**src/rtl/game_round_scheduler_pkg.sv**
```systemverilog
// rtl/game_round_scheduler_pkg.sv - shared state encoding, widths and helpers for the round scheduler
//
// Purpose: one-hot state indices and state type, fixed field widths and the
//          default speed base used by game_round_scheduler.
// Ports:   none (package).

package game_round_scheduler_pkg;

    localparam int LEVEL_W            = 3;
    localparam int LIVES_W            = 3;
    localparam int SPEED_W            = 4;
    localparam int SPEED_BASE_DEFAULT = 1;
    localparam int LIVES_CAP          = 7;

    // One-hot bit positions; the enum values below are built from these.
    localparam int ST_IDLE      = 0;
    localparam int ST_PLAY      = 1;
    localparam int ST_ROUND_END = 2;
    localparam int ST_RESULT    = 3;
    localparam int ST_OVER      = 4;
    localparam int NUM_STATES   = 5;

    typedef enum logic [NUM_STATES-1:0] {
        S_IDLE      = 5'b00001 << ST_IDLE,
        S_PLAY      = 5'b00001 << ST_PLAY,
        S_ROUND_END = 5'b00001 << ST_ROUND_END,
        S_RESULT    = 5'b00001 << ST_RESULT,
        S_OVER      = 5'b00001 << ST_OVER
    } state_t;

    // Increment a 3-bit field, holding at ceiling.
    function automatic logic [2:0] sat_inc3(input logic [2:0] value, input logic [2:0] ceiling);
        return (value >= ceiling) ? ceiling : value + 3'd1;
    endfunction

endpackage

```
**src/rtl/game_key_edge.sv**
```systemverilog
// rtl/game_key_edge.sv - key delay register and rising-edge pulse
//
// Purpose: registers a debounced key level and flags the cycle on which it
//          goes from low to high.
// Ports:
//   clk       in  system clock
//   reset     in  synchronous active-high reset
//   key       in  debounced key level
//   key_rise  out key & ~key_q (combinational, one cycle wide)

module game_key_edge (
    input  logic clk,
    input  logic reset,
    input  logic key,
    output logic key_rise
);

    logic key_q;

    always_ff @(posedge clk) begin
        if (reset) begin
            key_q <= 1'b0;
        end else begin
            key_q <= key;
        end
    end

    assign key_rise = key & ~key_q;

endmodule

```
**src/rtl/game_round_scheduler.sv**
```systemverilog
// rtl/game_round_scheduler.sv - campaign sequencer above the game master: rounds, score, lives, level
//
// Purpose: holds the game master in reset between campaigns, forwards the key
//          while a round is in play, judges each finished round and keeps
//          score / lives / level / target speed.
// Option:  GAME_ROUND_SCHEDULER_BONUS_LIFE_EN - each level-up also grants a
//          life (saturating at 7).
// Ports:
//   clk, reset           clock, synchronous active-high reset
//   key                  debounced fire/start key level
//   master_reset         out, holds the game master in reset while high
//   master_key           out, key forwarded to the game master
//   round_end            in, master end-of-game timer start pulse
//   round_won            in, master game_won
//   round_timer_running  in, master end-of-game timer running
//   score                out, rounds won this campaign (saturating)
//   lives                out, remaining lives
//   level                out, current level
//   target_speed         out, SPEED_BASE + level, one cycle behind level
//   campaign_over        out, high while in OVER

module game_round_scheduler
    import game_round_scheduler_pkg::*;
#(
    parameter int LIVES          = 3,
    parameter int SCORE_W        = 8,
    parameter int HITS_PER_LEVEL = 4,
    parameter int LEVEL_MAX      = 7,
    parameter int SPEED_BASE     = SPEED_BASE_DEFAULT
) (
    input  logic               clk,
    input  logic               reset,
    input  logic               key,
    output logic               master_reset,
    output logic               master_key,
    input  logic               round_end,
    input  logic               round_won,
    input  logic               round_timer_running,
    output logic [SCORE_W-1:0] score,
    output logic [LIVES_W-1:0] lives,
    output logic [LEVEL_W-1:0] level,
    output logic [SPEED_W-1:0] target_speed,
    output logic               campaign_over
);

    localparam int HIT_W = $clog2(HITS_PER_LEVEL + 1);
    localparam logic [LIVES_W-1:0] LIVES_INIT = LIVES_W'(LIVES);
    localparam logic [LEVEL_W-1:0] LEVEL_TOP  = LEVEL_W'(LEVEL_MAX);
    localparam logic [HIT_W-1:0]   HIT_LAST   = HIT_W'(HITS_PER_LEVEL - 1);

    state_t state, state_next;

    logic               key_rise;
    logic [HIT_W-1:0]   hit_cnt, hit_next;
    logic               won_q, won_next;
    logic [SCORE_W-1:0] score_next;
    logic [LIVES_W-1:0] lives_next;
    logic [LEVEL_W-1:0] level_next;
    logic               master_reset_next;
    logic               master_key_next;
    logic               over_next;

    game_key_edge u_key_edge (
        .clk      (clk),
        .reset    (reset),
        .key      (key),
        .key_rise (key_rise)
    );

    // Outputs are registered from the current state, so master_reset and
    // campaign_over trail the state register by one cycle.
    always_comb begin
        state_next        = state;
        score_next        = score;
        lives_next        = lives;
        level_next        = level;
        hit_next          = hit_cnt;
        won_next          = won_q;
        master_reset_next = 1'b1;
        master_key_next   = 1'b0;
        over_next         = 1'b0;

        unique case (state)
            S_IDLE: begin
                // The starting key press is consumed here, never forwarded.
                if (key_rise) begin
                    score_next = '0;
                    hit_next   = '0;
                    level_next = '0;
                    lives_next = LIVES_INIT;
                    state_next = S_PLAY;
                end
            end
            S_PLAY: begin
                master_reset_next = 1'b0;
                master_key_next   = key;
                if (round_end) begin
                    state_next = S_ROUND_END;
                end
            end
            S_ROUND_END: begin
                // game_won may still set during the master END state, so the
                // verdict is taken only once the end timer has stopped.
                master_reset_next = 1'b0;
                if (!round_timer_running) begin
                    won_next   = round_won;
                    state_next = S_RESULT;
                end
            end
            S_RESULT: begin
                master_reset_next = 1'b0;
                if (won_q) begin
                    score_next = (&score) ? score : score + SCORE_W'(1);
                    if (hit_cnt == HIT_LAST) begin
                        hit_next = '0;
                        if (level != LEVEL_TOP) begin
                            level_next = sat_inc3(level, LEVEL_TOP);
`ifdef GAME_ROUND_SCHEDULER_BONUS_LIFE_EN
                            lives_next = sat_inc3(lives, 3'(LIVES_CAP));
`endif
                        end
                    end else begin
                        hit_next = hit_cnt + HIT_W'(1);
                    end
                    state_next = S_PLAY;
                end else begin
                    lives_next = (lives == '0) ? lives : lives - LIVES_W'(1);
                    state_next = (lives <= LIVES_W'(1)) ? S_OVER : S_PLAY;
                end
            end
            S_OVER: begin
                over_next = 1'b1;
                if (key_rise) begin
                    state_next = S_IDLE;
                end
            end
            default: begin
                state_next = S_IDLE;
            end
        endcase
    end

    always_ff @(posedge clk) begin
        if (reset) begin
            state         <= S_IDLE;
            score         <= '0;
            lives         <= LIVES_INIT;
            level         <= '0;
            hit_cnt       <= '0;
            won_q         <= 1'b0;
            master_reset  <= 1'b1;
            master_key    <= 1'b0;
            campaign_over <= 1'b0;
            target_speed  <= SPEED_W'(SPEED_BASE);
        end else begin
            state         <= state_next;
            score         <= score_next;
            lives         <= lives_next;
            level         <= level_next;
            hit_cnt       <= hit_next;
            won_q         <= won_next;
            master_reset  <= master_reset_next;
            master_key    <= master_key_next;
            campaign_over <= over_next;
            // Follows the registered level, hence one cycle behind it.
            target_speed  <= SPEED_W'(SPEED_BASE) + SPEED_W'(level);
        end
    end

endmodule
```
**config.mk**
```make
export PLATFORM = sky130hd
export DESIGN_NAME = game_round_scheduler
export DESIGN_NICKNAME = d
export VERILOG_FILES = /design/src/rtl/game_round_scheduler_pkg.sv /design/src/rtl/game_key_edge.sv /design/src/rtl/game_round_scheduler.sv
export SDC_FILE = /design/constraint.sdc
export NUM_CORES = 1
export LEC_CHECK = 0
export BUFFER_PORTS_ARGS = -buffer_cell sky130_fd_sc_hd__buf_2
export CAP_MARGIN = 40
export CORE_ASPECT_RATIO = 0.75
export CORE_MARGIN = 4
export CORE_UTILIZATION = 40
export CTS_BUF_LIST = sky130_fd_sc_hd__clkbuf_2
export DETAILED_ROUTE_END_ITERATION = 8
export PLACE_DENSITY_LB_ADDON = 0.12
export SLEW_MARGIN = 20
export SYNTH_ARGS = -nofsm -noshare
export SYNTH_HDL_FRONTEND = slang
export SYNTH_SLANG_ARGS = --single-unit
```
**constraint.sdc**
```tcl
create_clock -name clk -period 2.05 [get_ports clk]
set_input_delay 0.3075 -clock clk [delete_from_list [all_inputs] [get_ports clk]]
set_output_delay 0.3075 -clock clk [all_outputs]
set_load 0.01 [all_outputs]
```
==> results of run 1 <==
-- final cells by class --
cell class                      instances  area, um^2
Sequential cell                        31         621
Timing Repair Buffer                   28         145
Clock buffer                            5        25.0
Multi-Input combinational cell        135         923
Fill cell                             375        1930
Tap cell                               52        65.1
Inverter                                8        30.0
Clock inverter                          3        38.8
-- per-stage QoR --
step           utilization  instances
2_1_floorplan            -        185
3_3_place_gp         0.472        254
3_5_place_dp         0.472        254
4_1_cts              0.489        262
5_1_grt              0.489        262
6_report             0.489        262
-- synthesized netlist by cell type (2+ instances only) --
cell / count
sky130_fd_sc_hd__o21ai_0: 5
sky130_fd_sc_hd__nand3_1: 12
sky130_fd_sc_hd__and4_1: 2
sky130_fd_sc_hd__o32ai_1: 2
sky130_fd_sc_hd__a311oi_1: 3
sky130_fd_sc_hd__a31o_2: 2
sky130_fd_sc_hd__and4bb_2: 2
sky130_fd_sc_hd__dfxtp_1: 31
sky130_fd_sc_hd__ha_1: 7
sky130_fd_sc_hd__nand2_1: 17
sky130_fd_sc_hd__a31oi_1: 4
sky130_fd_sc_hd__o31ai_1: 2
sky130_fd_sc_hd__or3_1: 8
sky130_fd_sc_hd__mux2i_1: 2
sky130_fd_sc_hd__nand3b_1: 3
sky130_fd_sc_hd__nor2_1: 7
sky130_fd_sc_hd__or3_4: 2
sky130_fd_sc_hd__nor4b_1: 2
sky130_fd_sc_hd__nor2b_1: 4
sky130_fd_sc_hd__nand2b_1: 2
sky130_fd_sc_hd__a21oi_1: 7
sky130_fd_sc_hd__inv_1: 7
sky130_fd_sc_hd__and2_1: 5
sky130_fd_sc_hd__clkbuf_1: 4
sky130_fd_sc_hd__nor3_1: 9
sky130_fd_sc_hd__a211o_1: 3
sky130_fd_sc_hd__nor4_1: 2
sky130_fd_sc_hd__buf_2: 5
sky130_fd_sc_hd__o211ai_1: 3
-- power by group --
part / total, W / leakage [nW] / internal (W) / switching, W
clock: 0.000432 / 0.0404 / 0.000201 / 0.000231
sequential: 0.000660 / 0.251 / 0.000621 / 0.0000397
combinational: 0.000243 / 0.449 / 0.000108 / 0.000135
total: 0.00133 / 0.740 / 0.000929 / 0.000406
-- final timing paths --
| path | from | endpoint | cells past startpoint |
|---|---|---|---|
| hold reg to reg | hit_cnt[1]$_SDFFE_PP0P_ | hit_cnt[1]$_SDFFE_PP0P_ | 2 |
| setup reg to reg | state[0]$_SDFFE_PP1P_ | hit_cnt[0]$_SDFFE_PP0P_ | 4 |
| setup / recovery | state[0]$_SDFFE_PP1P_ | hit_cnt[0]$_SDFFE_PP0P_ | 4 |
| hold / removal | key | master_key$_SDFF_PP0_ | 3 |
-- registers in the layout, indices dropped and copies added, names as in the netlist, 3 cells and up --
register and flops:
level 3, score 8, target_speed 4, state 5, hit_cnt 3, lives 3
-- cells by family (layout without fill, tap and decap cells) --
group,after synthesis,count (layout),share of synthesized area
compound gates,37,37,0.165
flops,31,31,0.381
simple gates,86,86,0.318
buf+inv,19,44,0.0529
mux,3,3,0.0192
fa+ha+maj,7,7,0.0537
xor+xnor,2,2,0.0107
-- worst max-delay path: stages (launching register included) --
cell                      delay, ns
sky130_fd_sc_hd__dfxtp_1       0.44
sky130_fd_sc_hd__nor4_4        0.38
sky130_fd_sc_hd__nand2_1       0.34
sky130_fd_sc_hd__mux2_2        0.39
sky130_fd_sc_hd__o32ai_1       0.21
-- metal layers --
layer | vias to the layer above | part of all wire | track usage
met4 | 0 | 0.016 | 0.0622
li1 | 738 | - | -
met1 | 716 | 0.48 | 0.219
met3 | 9 | 0.047 | 0.0385
met5 | - | 0 | 0
met2 | 32 | 0.46 | 0.249
==> results_tabular.tex, run 1 <==
\begin{tabular}{lr}
\hline
Metric & Value \\
\hline
\multicolumn{2}{l}{\textbf{Run status}} \\
Run status & finished, final reports clean \\
\multicolumn{2}{l}{\textbf{Logic synthesis}} \\
Area share of the largest cell type after synthesis & 0.381 \\
Post-synthesis sequential area ratio & 0.381 \\
Library cell occupying the most area in the post-synthesis netlist & sky130\_fd\_sc\_hd\_\_dfxtp\_1 \\
Mean instance size in the synthesized netlist & 8.81 um\^{}2 \\
Number of flops mapped to enable cells by yosys & 0 \\
Synthesized netlist cell count & 185 \\
Most area-consuming cells after synthesis & sky130\_fd\_sc\_hd\_\_dfxtp\_1 (38\%), sky130\_fd\_sc\_hd\_\_ha\_1 (5.4\%), sky130\_fd\_sc\_hd\_\_nand2\_1 (3.9\%) \\
Most used flip-flop cell after synthesis & sky130\_fd\_sc\_hd\_\_dfxtp\_1 \\
Warning count from the yosys run & 0 \\
Netlist area before placement & roughly 1600 um\^{}2 \\
Post-Syn Nets & 198 \\
Flop and latch count out of synthesis & 31 \\
Share of flip-flops with an asynchronous set or reset & 0 \\
Synth cell types & 50 \\
\multicolumn{2}{l}{\textbf{Floorplan}} \\
Die outline area & approximately 5200 um\^{}2 \\
Total number of placement rows & 19 \\
Number of top-level design ports & 27 \\
Area inside the core boundary & 3780 um\^{}2 \\
Starting density of the core & 0.431 \\
Width of the die & 81.7 um \\
Die Y-Extent & 63.3 um \\
\multicolumn{2}{l}{\textbf{STA}} \\
Slew Limit Headroom & 0.706 \\
Share of the cycle needed by the critical path after routing & 0.900 \\
Tightest hold margin & 0.157 ns \\
RSZ-0062 raised after global routing & no \\
Peak clock frequency supported by timing & 542 MHz \\
Final setup margin & 0.205 ns \\
Transition at the pin with the smallest max-transition slack & 0.440 ns \\
Final setup violation count & 0 \\
Worst clock skew & 0.0178 ns \\
Final count of hold timing violations & 0 \\
Final Max Tran Viols & 0 \\
Time the worst path needs with I/O delays and setup & around 1.8 ns \\
TNS Setup & 0 ns \\
\multicolumn{2}{l}{\textbf{Cells and area}} \\
Count of inserted antenna diode cells & 0 \\
Area added between synthesis and finish & 13.4\% \\
Most common cell after layout, fill and taps aside & sky130\_fd\_sc\_hd\_\_dfxtp\_1 \\
Number of nets in the final layout & 222 \\
Top library cells by usage in the layout, fill and taps aside & sky130\_fd\_sc\_hd\_\_dfxtp\_1 (31), sky130\_fd\_sc\_hd\_\_buf\_2 (26), sky130\_fd\_sc\_hd\_\_nand2\_1 (17) \\
Fraction of final layout cells with drive strength greater than 1 & 0.224 \\
Post-route cell area & approximately 1800 um\^{}2 \\
\multicolumn{2}{l}{\textbf{Route}} \\
Antenna-violating nets left & 0 \\
DRC violations left & 0 \\
Average detailed-routed wire length per instance & 15.0 um \\
Drt total wl & 3930 um \\
Drt via density & 5.71 \\
Vias after detailed routing & 1,495 \\
DR iter-0 viols & 157 \\
Number of iterations in the first detailed-routing pass & 4 \\
\multicolumn{2}{l}{\textbf{Setup path}} \\
Max Fanout on Critical Path & 12 \\
Register-to-register setup slack & a little over 0.2 ns \\
Category of the most critical setup path & reg -> reg \\
Required time worst endpoint & 2.37 ns \\
Critical path data arrival time & roughly 2.2 ns \\
Crit start category & flop \\
Critical path capture point type & flop \\
\multicolumn{2}{l}{\textbf{Pwr}} \\
Peak ir drop on the vdd network & between 300 and 400 uV \\
Areal power density over the cells & 722 nW/um\^{}2 \\
Leakage power & 0.740 nW \\
Power consumption & 0.00133 W \\
\multicolumn{2}{l}{\textbf{Clock tree}} \\
Clock insertion delay at the later pin of the skew report & just under 0.4 ns \\
Cts-stage hold buffer count & 0 \\
Htree depth & 2 \\
Max Buffers Root-to-Sink & 2 \\
Number of cells upsized or downsized after cts & 0 \\
Clock transition at the register clock pins on the worst setup and hold paths after CTS & 0.18 ns \\
Clock tree from TritonCTS & yes \\
CTS sink cnt & 31 \\
Number of setup buffers added after CTS & 0 \\
Root buf cell & sky130\_fd\_sc\_hd\_\_clkbuf\_2 \\
Clock buffer count from CTS & 5 \\
\multicolumn{2}{l}{\textbf{GRT}} \\
Wire length of the first global-routing pass & around 6500 um \\
Vias in the first global route & 1,364 \\
Remaining global-route overflow & 0 \\
Overall global routing resource usage & 0.163 \\
Number of antenna violations at the first check in global routing & 0 \\
Pin count of the biggest net entering global routing & 24 \\
\multicolumn{2}{l}{\textbf{Placed design}} \\
Count of input and output buffers & 26 \\
Setup slack after placement & 0.260 ns \\
DP Wirelength & 2830 um \\
RD Place Congestion & approximately 0.84 \\
Post-placement cell area & between 1500 and 2000 um\^{}2 \\
\multicolumn{2}{l}{\textbf{Run}} \\
Maximum capacitance violations & 0 \\
\multicolumn{2}{l}{\textbf{Min path}} \\
Kind of path behind the tightest hold check & in -> reg \\
\hline
\end{tabular}
Note: power is estimated with default switching activity, not from simulation.
==> run 2: changes to the inputs <==
Settings changed: BUFFER_PORTS_ARGS -buffer_cell sky130_fd_sc_hd__buf_2 to default, DONT_BUFFER_PORTS from default to 1.
==> results_tabular.tex, run 2 (same netlist as run 1, synthesis figures left out) <==
\begin{tabular}{lr}
\hline
Metric & Value \\
\hline
\multicolumn{2}{l}{\textbf{Run status}} \\
Run status & finished, final reports clean \\
\multicolumn{2}{l}{\textbf{Min path}} \\
Worst hold stages & 1 \\
Hold path endpoint & score[5]\$\_SDFFE\_PP0P\_ \\
Kind of path behind the tightest hold check & in -> reg \\
Hold Startpoint & reset \\
\multicolumn{2}{l}{\textbf{Cells and area}} \\
Count of inserted antenna diode cells & 0 \\
Post-route cell area & $\sim$1700 um\^{}2 \\
Number of nets in the final layout & 199 \\
Fraction of final layout cells with drive strength greater than 1 & 0.118 \\
Most common cell after layout, fill and taps aside & sky130\_fd\_sc\_hd\_\_dfxtp\_1 \\
Core Util, Final & 0.462 \\
Number of flip-flops in the largest register & 8 \\
Registers with the highest flip-flop counts & score x8, state x5, target\_speed x4 \\
Register with the most flip-flops & score \\
Area added between synthesis and finish & 7.06\% \\
Top library cells by usage in the layout, fill and taps aside & sky130\_fd\_sc\_hd\_\_dfxtp\_1 (31), sky130\_fd\_sc\_hd\_\_nand2\_1 (17), sky130\_fd\_sc\_hd\_\_nand3\_1 (12) \\
\multicolumn{2}{l}{\textbf{Setup path}} \\
Critical path capture point type & flop \\
Category of the most critical setup path & reg -> reg \\
Crit start category & flop \\
R2r startpoint & level[0]\$\_SDFFE\_PP0P\_ \\
Worst r2r dst & level[2]\$\_SDFFE\_PP0P\_ \\
Register-to-register setup slack & 0.19 ns \\
Max Fanout on Critical Path & 6 \\
Critical path data arrival time & 2.17 ns \\
Required time worst endpoint & 2.36 ns \\
Depth of the worst register-to-register path & 6 \\
\multicolumn{2}{l}{\textbf{Clock tree}} \\
Htree depth & 2 \\
Clock buffer count from CTS & 5 \\
Max Buffers Root-to-Sink & 2 \\
Clock transition at the register clock pins on the worst setup and hold paths after CTS & $\sim$0.17 ns \\
CTS sink cnt & 31 \\
Clock insertion delay at the later pin of the skew report & 0.38 ns \\
Number of setup buffers added after CTS & 0 \\
Clock tree from TritonCTS & yes \\
Root buf cell & sky130\_fd\_sc\_hd\_\_clkbuf\_2 \\
\multicolumn{2}{l}{\textbf{Floorplan}} \\
Die outline area & 5170 um\^{}2 \\
Die Y-Extent & between 60 and 70 um \\
Total number of placement rows & 19 \\
Number of top-level design ports & 27 \\
Area inside the core boundary & 3780 um\^{}2 \\
Starting density of the core & 0.431 \\
Width of the die & 81.7 um \\
\multicolumn{2}{l}{\textbf{Run}} \\
Maximum capacitance violations & 0 \\
\multicolumn{2}{l}{\textbf{Route}} \\
Average detailed-routed wire length per instance & $\sim$16 um \\
Drt via density & 5.83 \\
Vias after detailed routing & 1,394 \\
Antenna-violating nets left & 0 \\
Number of iterations in the first detailed-routing pass & 4 \\
Drt total wl & approximately 3800 um \\
DR iter-0 viols & 163 \\
DRC violations left & 0 \\
\multicolumn{2}{l}{\textbf{GRT}} \\
Pin count of the biggest net entering global routing & 18 \\
Remaining global-route overflow & 0 \\
Number of antenna violations at the first check in global routing & 0 \\
Wire length of the first global-routing pass & 6220 um \\
Vias in the first global route & 1,200 \\
Overall global routing resource usage & 0.156 \\
\multicolumn{2}{l}{\textbf{STA}} \\
Share of the cycle needed by the critical path after routing & 0.909 \\
Time the worst path needs with I/O delays and setup & 1.86 ns \\
Final count of hold timing violations & 0 \\
Slew Limit Headroom & 0.507 \\
Peak clock frequency supported by timing & around 540 MHz \\
Transition at the pin with the smallest max-transition slack & 0.737 ns \\
Final setup margin & roughly 0.19 ns \\
RSZ-0062 raised after global routing & no \\
Final setup violation count & 0 \\
Final Max Tran Viols & 0 \\
Worst clock skew & 0.0102 ns \\
TNS Setup & 0 ns \\
\multicolumn{2}{l}{\textbf{Placed design}} \\
DP Wirelength & 2620 um \\
Post-placement cell area & 1660 um\^{}2 \\
Setup slack after placement & 0.246 ns \\
RD Place Congestion & approximately 0.8 \\
Count of input and output buffers & 0 \\
\multicolumn{2}{l}{\textbf{Pwr}} \\
Power consumption & 0.00131 W \\
Peak ir drop on the vdd network & 499 uV \\
Areal power density over the cells & between 700 and 800 nW/um\^{}2 \\
Leakage power & 0.629 nW \\
\hline
\end{tabular}
## run 2: power breakdown
part,switching (W),total [W],internal (W),leakage (nW)
Clock,0.000222,0.000423,0.000201,0.0404
Combinational,0.000124,0.000228,0.000104,0.338
Sequential,0.0000412,0.000662,0.000621,0.251
Total,0.000387,0.00131,0.000926,0.629
## run 2: stage by stage
stage | instances | hold slack [ns]
after floorplan | 185 | 0.397
after global placement | 229 | 0.382
after detailed placement | 229 | 0.380
after CTS | 238 | 0.00836
after global routing | 239 | 0.00126
final | 239 | 0.0177
## run 2: area by class of cell
class / instances / area, um^2
clock buffer: 5 / 25.0
clock inverter: 3 / 38.8
fill: 385 / 2030
inverter: 8 / 30.0
multi-input combinational: 135 / 923
sequential: 31 / 621
tap: 52 / 65.1
timing repair buffer: 5 / 42.5
## run 2: metal layers
layer  vias up  global-route usage  wire [um]
met4         0              0.0581         72
met5         -                   0          0
met1       638               0.217       1780
met2        51               0.214       1580
met3        10              0.0613        340
li1        695                   -          -
## run 2: critical path: stages, from the launching register on
cell                      delay [ns]
sky130_fd_sc_hd__dfxtp_1        0.42
sky130_fd_sc_hd__ha_1           0.23
sky130_fd_sc_hd__ha_1           0.22
sky130_fd_sc_hd__nor3b_1        0.24
sky130_fd_sc_hd__nand3_1        0.21
sky130_fd_sc_hd__a211o_1        0.33
sky130_fd_sc_hd__a21oi_1        0.15
## run 2: repair_timing
action,4_1_cts,5_1_grt
gates resized for setup,0,0
endpoints found under the hold margin,17,1
hold buffers,1,1
## run 2: worst max path at each step
stage                                     start                    end  cells past startpoint
final                     level[0]$_SDFFE_PP0P_  level[2]$_SDFFE_PP0P_                      6
after global routing      state[1]$_SDFFE_PP0P_  score[6]$_SDFFE_PP0P_                      4
after CTS                 level[0]$_SDFFE_PP0P_  level[2]$_SDFFE_PP0P_                      6
after detailed placement  level[0]$_SDFFE_PP0P_  level[2]$_SDFFE_PP0P_                      6
after global placement    level[0]$_SDFFE_PP0P_  level[1]$_SDFFE_PP0P_                      6
after floorplan           state[0]$_SDFFE_PP1P_  state[1]$_SDFFE_PP0P_                      5
